<file path="src/rtl/wallace_cpa_accumulator.sv">
// wallace_cpa_accumulator: 2-stage carry-propagate resolve of carry/sum pairs, windowed accumulate, scale/saturate out.
module wallace_cpa_accumulator #(
  parameter int WIDTH_DATA = 16,
  parameter int ACC_W      = 40,
  parameter int OUT_SHIFT  = 8
) (
  input  logic                    clk,
  input  logic                    rst,
  input  logic                    in_valid,
  output logic                    in_ready,
  input  logic [2*WIDTH_DATA-1:0] in_cout,
  input  logic [2*WIDTH_DATA-1:0] in_sum,
  input  logic                    in_first,
  input  logic                    in_last,
  output logic                    out_valid,
  input  logic                    out_ready,
  output logic [WIDTH_DATA-1:0]   out_data,
  output logic [ACC_W-1:0]        out_acc,
  output logic                    out_sat
);
  localparam int W = WIDTH_DATA;
  localparam int PW = 2 * W;
  localparam logic signed [ACC_W-1:0] MAXV = (ACC_W'(1) << (W - 1)) - ACC_W'(1);
  localparam logic signed [ACC_W-1:0] MINV = -MAXV - ACC_W'(1);
  logic                    w_en;
  logic                    w_accept;
  logic [PW-1:0]           w_csh;
  logic [W:0]              w_lo;
  logic [W-1:0]            w_hi;
  logic [PW-1:0]           w_p;
  logic signed [ACC_W-1:0] w_pext;
  logic signed [ACC_W-1:0] w_new;
  logic signed [ACC_W-1:0] w_s;
  logic                    w_pos;
  logic                    w_neg;
  logic [W-1:0]            r_lo;
  logic                    r_c;
  logic [W-1:0]            r_sum_hi;
  logic [W-1:0]            r_cout_hi;
  logic                    r_first;
  logic                    r_last;
  logic                    r_s1_valid;
  logic [ACC_W-1:0]        r_acc;
  logic                    r_out_valid;
  logic [W-1:0]            r_out_data;
  logic [ACC_W-1:0]        r_out_acc;
  logic                    r_out_sat;
  assign w_en     = !r_out_valid || out_ready;
  assign w_accept = in_valid && w_en;
  assign in_ready = w_en;
  // carry vector bits carry weight 2^(i+1); the MSB falls off the product width
  assign w_csh  = in_cout << 1;
  assign w_lo   = {1'b0, in_sum[W-1:0]} + {1'b0, w_csh[W-1:0]};
  assign w_hi   = r_sum_hi + r_cout_hi + W'(r_c);
  assign w_p    = {w_hi, r_lo};
  assign w_pext = $signed(w_p);
  assign w_new  = r_first ? w_pext : r_acc + w_pext;
  assign w_s    = w_new >>> OUT_SHIFT;
  assign w_pos  = w_s > MAXV;
  assign w_neg  = w_s < MINV;
  always_ff @(posedge clk) begin
    if (rst) begin
      r_s1_valid  <= 1'b0;
      r_acc       <= '0;
      r_out_valid <= 1'b0;
      r_out_data  <= '0;
      r_out_acc   <= '0;
      r_out_sat   <= 1'b0;
      r_lo        <= '0;
      r_c         <= 1'b0;
      r_sum_hi    <= '0;
      r_cout_hi   <= '0;
      r_first     <= 1'b0;
      r_last      <= 1'b0;
    end else if (w_en) begin
      r_s1_valid <= w_accept;
      if (w_accept) begin
        {r_c, r_lo} <= w_lo;
        r_sum_hi    <= in_sum[PW-1:W];
        r_cout_hi   <= w_csh[PW-1:W];
        r_first     <= in_first;
        r_last      <= in_last;
      end
      if (r_s1_valid) r_acc <= w_new;
      // en implies any pending result is being taken, so valid tracks only a new capture
      r_out_valid <= r_s1_valid && r_last;
      if (r_s1_valid && r_last) begin
        r_out_acc  <= w_new;
        r_out_data <= w_pos ? {1'b0, {(W-1){1'b1}}} : w_neg ? {1'b1, {(W-1){1'b0}}} : w_s[W-1:0];
        r_out_sat  <= w_pos || w_neg;
      end
    end
  end
  assign out_valid = r_out_valid;
  assign out_data  = r_out_data;
  assign out_acc   = r_out_acc;
  assign out_sat   = r_out_sat;
endmodule
</file>
<file path="config.mk">
export PLATFORM = sky130hd
export DESIGN_NAME = wallace_cpa_accumulator
export DESIGN_NICKNAME = d
export VERILOG_FILES = /design/src/rtl/wallace_cpa_accumulator.sv
export SDC_FILE = /design/constraint.sdc
export NUM_CORES = 1
export LEC_CHECK = 0
export ABC_CLOCK_PERIOD_IN_PS = 15030
export BUFFER_PORTS_ARGS = -buffer_cell sky130_fd_sc_hd__buf_2
export CAP_MARGIN = 10
export CORE_ASPECT_RATIO = 1.5
export CORE_MARGIN = 5
export CORE_UTILIZATION = 45
export CTS_CLUSTER_DIAMETER = 80
export DETAILED_ROUTE_END_ITERATION = 8
export HOLD_SLACK_MARGIN = 0.03
export PLACE_DENSITY = 0.68
export SETUP_SLACK_MARGIN = 0.3
export SYNTH_ARGS = -nofsm -noshare
export SYNTH_HDL_FRONTEND = slang
export SYNTH_SLANG_ARGS = --single-unit
</file>
<file path="constraint.sdc">
create_clock -name clk -period 15.03 [get_ports clk]
set_clock_uncertainty 0.2 [all_clocks]
set_input_delay 2.2545 -clock clk [delete_from_list [all_inputs] [get_ports clk]]
set_output_delay 2.2545 -clock clk [all_outputs]
set_load 0.1 [all_outputs]
</file>
==> impl_metrics.csv <==
group,metric,value,unit
pwr,p_switching,0.393,mW
sta,final.setup.tns,0,ns
final_layout,antennaDiodeCount,0,
status,status,"completed",
place,place.gp.congestion,0.897,
detailed_routing,routed_via_density,5.65,
yosys,netlist_instances,1235,
grt,grt_max_degree,74,
floorplan,die_x,128,um
min_path,hp-class,"flip-flop to flip-flop",
detailed_routing,drc,0,
detailed_routing,num_vias,9011,
cts,h-tree-depth,4,
min_path,worstHoldEndpoint,"out_acc[39]",
place,placed_area,10200,um2
detailed_routing,wirelength,25.8,mm
worst_setup_path,critPathCaptureType,"flip-flop",
pwr,seqPwrFrac,36.8,%
pwr,leakage,4.70,nW
floorplan,dieArea,24000,um2
cts,cts.clk_slew.worst_paths,0.06,ns
final_layout,design_area,10800,um2
yosys,syn_nets,1377,
yosys,syn_avg_cell_area,7.64,um2
grt,antenna_found_initial,0,
pwr,p_int,0.791,mW
worst_setup_path,crit_type,"flip-flop to flip-flop",
yosys,synth_cell_types,74,
min_path,worst_hold_path.num_cells,2,
detailed_routing,drtPass1Iterations,8,
worst_setup_path,crit_fanout,15,
final_layout,area_growth,14.2,%
cts,cts_resized,0,
place,dp_hpwl,19.5,mm
final_layout,drive_above_1_share,14.9,%
detailed_routing,drt_iter0_markers,387,
yosys,yosys.area.top_type,"dfxtp_1",
yosys,synth_flop_cell,"dfxtp_1",
pwr,swShare,33.2,%
sta,fin_hold_ws,0.252,ns
cts,cts-root-buf,"clkbuf_16",
place,post-place-ws,8.66,ns
floorplan,die_h,187,um
sta,fmax,154,MHz
worst_setup_path,required,15.20,ns
floorplan,start_util,45.3,%
grt,track_usage,21.5,%
cts,cts_max_path_buffers,2,
sta,fin_ws,8.53,ns
final_layout,fillers,2139,
worst_setup_path,r2r_slack,8.53,ns
cts,cts_buffers,17,
min_path,min_from,"out_acc[39]",
floorplan,design.portCount,129,
cts,cts_hold_buf,0,
pwr,ir_worst_vdd,0.0919,mV
sta,finalMaxSlewViolations,0,
yosys,synth_area_leaders,"dfxtp_1 (32%), ha_1 (9.0%), nand2_1 (7.4%), a21oi_1 (7.2%), a211oi_1 (5.7%)",
floorplan,rows,65,
pwr,pwr-share-clk,35.5,%
grt,grt_pass1_vias,8896,
sta,hold_viol_final,0,
sta,setup_viol,0,
detailed_routing,wl_per_cell,16.2,um
worst_setup_path,r2r_end,"out_data[14]",
yosys,synth_top_area_share,31.8,%
worst_setup_path,worstReg2RegStart,"r_c",
sta,maxSlewHeadroom,23.9,%
final_layout,finish.utilization,51.8,%
sta,period_needed,6.50,ns
yosys,synth_edf_count,0,
sta,worst_pin_slew,1.14,ns
yosys,ys_seq_area_share,31.8,%
cts,insertion_delay,0.43,ns
cts,tritoncts,"yes",
cts,cts.sinks,150,
worst_setup_path,ff2ff_path_depth,21,
grt,gr-total-overflow,0,
yosys,synthArstFlopShare,0,%
sta,grt_setup_unrepaired,"false",
pwr,combPwrFrac,27.6,%
sta,fin_crit_sh,43.3,%
detailed_routing,antenna_left,0,
cts,post_cts_buffers,0,
flow_run,cap_violations,0,
yosys,yosysWarnings,0,
floorplan,core_area,20800,um2
pwr,power_density,110,nW/um2
yosys,synth_area,9440,um2
grt,grt_pass1_wl,42.3,mm
place,io_buffers,127,
final_layout,nets,1458,
worst_setup_path,arrival,6.67,ns
yosys,ys_ff_latch,150,
worst_setup_path,start_kind,"flip-flop",
## power groups by stage
stage / clock network [mW] / registers, mW / logic, mW
final: 0.421 / 0.436 / 0.327
after global routing: 0.445 / 0.439 / 0.363
after CTS: 0.430 / 0.436 / 0.327
after detailed placement: 0 / 0.445 / 0.325
after global placement: 0 / 0.444 / 0.323
after floorplan: 0 / 0.475 / 0.217
## Yosys cell counts, drive strengths merged, types with 5 or more instances
library cell / instances
buf: 13
inv: 38
nand3: 15
a31oi: 12
or2: 9
nor4: 6
nor2: 144
o21ai: 63
nand2: 186
xnor2: 28
a21oi: 137
nor3: 27
dfxtp: 150
nand4: 14
o211ai: 8
and3: 5
o21a: 8
a211oi: 73
nor2b: 13
ha: 68
or3: 10
a21o: 20
clkbuf: 61
and2: 12
nand2b: 8
mux2: 5
a221o: 16
a221oi: 5
xor2: 18
## cell type report
type                       count  area, um2  area share (%)
multi-input combinational    973       6010            55.7
sequential                   150       3000            27.9
timing repair buffer         136        706            6.55
clock buffer                  22        484            4.49
tap                          268        335            3.11
inverter                      38        143            1.32
clock inverter                 8       98.8           0.917
## worst max-delay path by stage
| stage | startpoint | to | slack (ns) | cells after the start |
|---|---|---|---|---|
| 2_1_floorplan | out_ready | in_ready | 9.49 | 1 |
| 3_3_place_gp | r_c | out_data[14] | 8.68 | 20 |
| 3_5_place_dp | r_c | out_data[14] | 8.66 | 21 |
| 4_1_cts | r_c | out_data[14] | 8.63 | 21 |
| 5_1_grt | r_c | out_data[13] | 8.18 | 21 |
| 6_report | r_c | out_data[14] | 8.53 | 21 |
## layer usage
layer	part of all wire [%]	track usage (%)
met4	4.4	11.0
met5	0	0
met1	40	24.2
met2	51	38.2
met3	4.1	3.83
## cells by family (layout without fill, tap and decap cells)
| logic type | after synthesis | in the layout | synth area share [%] |
|---|---|---|---|
| mux | 9 | 9 | 1.02 |
| buf+inv | 112 | 204 | 4.57 |
| simple gates | 465 | 465 | 22.3 |
| compound gates | 381 | 381 | 26.2 |
| xor+xnor | 46 | 46 | 4.27 |
| fa+ha+maj | 72 | 72 | 9.87 |
| flops | 150 | 150 | 31.8 |
## worst max-delay path, stage by stage (launching register included)
cell,delay [ns]
dfxtp_1,0.36
fa_1,0.47
inv_1,0.09
fa_1,0.20
nor2b_1,0.07
o31a_1,0.29
nor2_1,0.21
o221ai_1,0.14
a21oi_1,0.19
xor2_1,0.51
inv_1,0.09
ha_1,0.48
nand2_1,0.13
o21ai_0,0.29
nor2_1,0.11
a31oi_1,0.40
a21boi_0,0.21
xor2_1,0.20
o32ai_1,0.34
nand3_2,0.16
o41ai_4,0.99
a221o_1,0.28
## flip-flops by register name, indices dropped and copies added (netlist names)
name,flops
r_s1_valid,1
out_acc,40
out_sat,1
r_cout_hi,16
out_valid,1
r_acc,40
r_c,1
r_first,1
r_sum_hi,16
r_lo,16
out_data,16
r_last,1
## metrics by stage
stage	cells	power (mW)
floorplan	1235	0.691
global placement	1565	0.767
detailed placement	1565	0.770
CTS	1595	1.19
global route	1595	1.25
finish	1595	1.18
## layout by cell type (no fill, tap or decap), types with 5 or more instances in the layout
cell / instances
a221o_1: 16
inv_1: 38
o21ai_0: 59
a211oi_1: 72
a21o_1: 20
nand2_1: 185
a21oi_1: 136
clkbuf_16: 17
mux2_2: 5
o21a_1: 8
nor2b_1: 12
or2_2: 8
nand4_1: 14
o211ai_1: 8
or3_1: 10
nand2b_1: 8
dfxtp_1: 150
nor2_1: 144
xnor2_1: 28
ha_1: 68
buf_2: 126
a31oi_1: 12
nand3_1: 14
a221oi_1: 5
buf_4: 10
nor4_1: 6
and2_1: 11
xor2_1: 18
nor3_1: 27
Power figures use the tool's default switching activity.
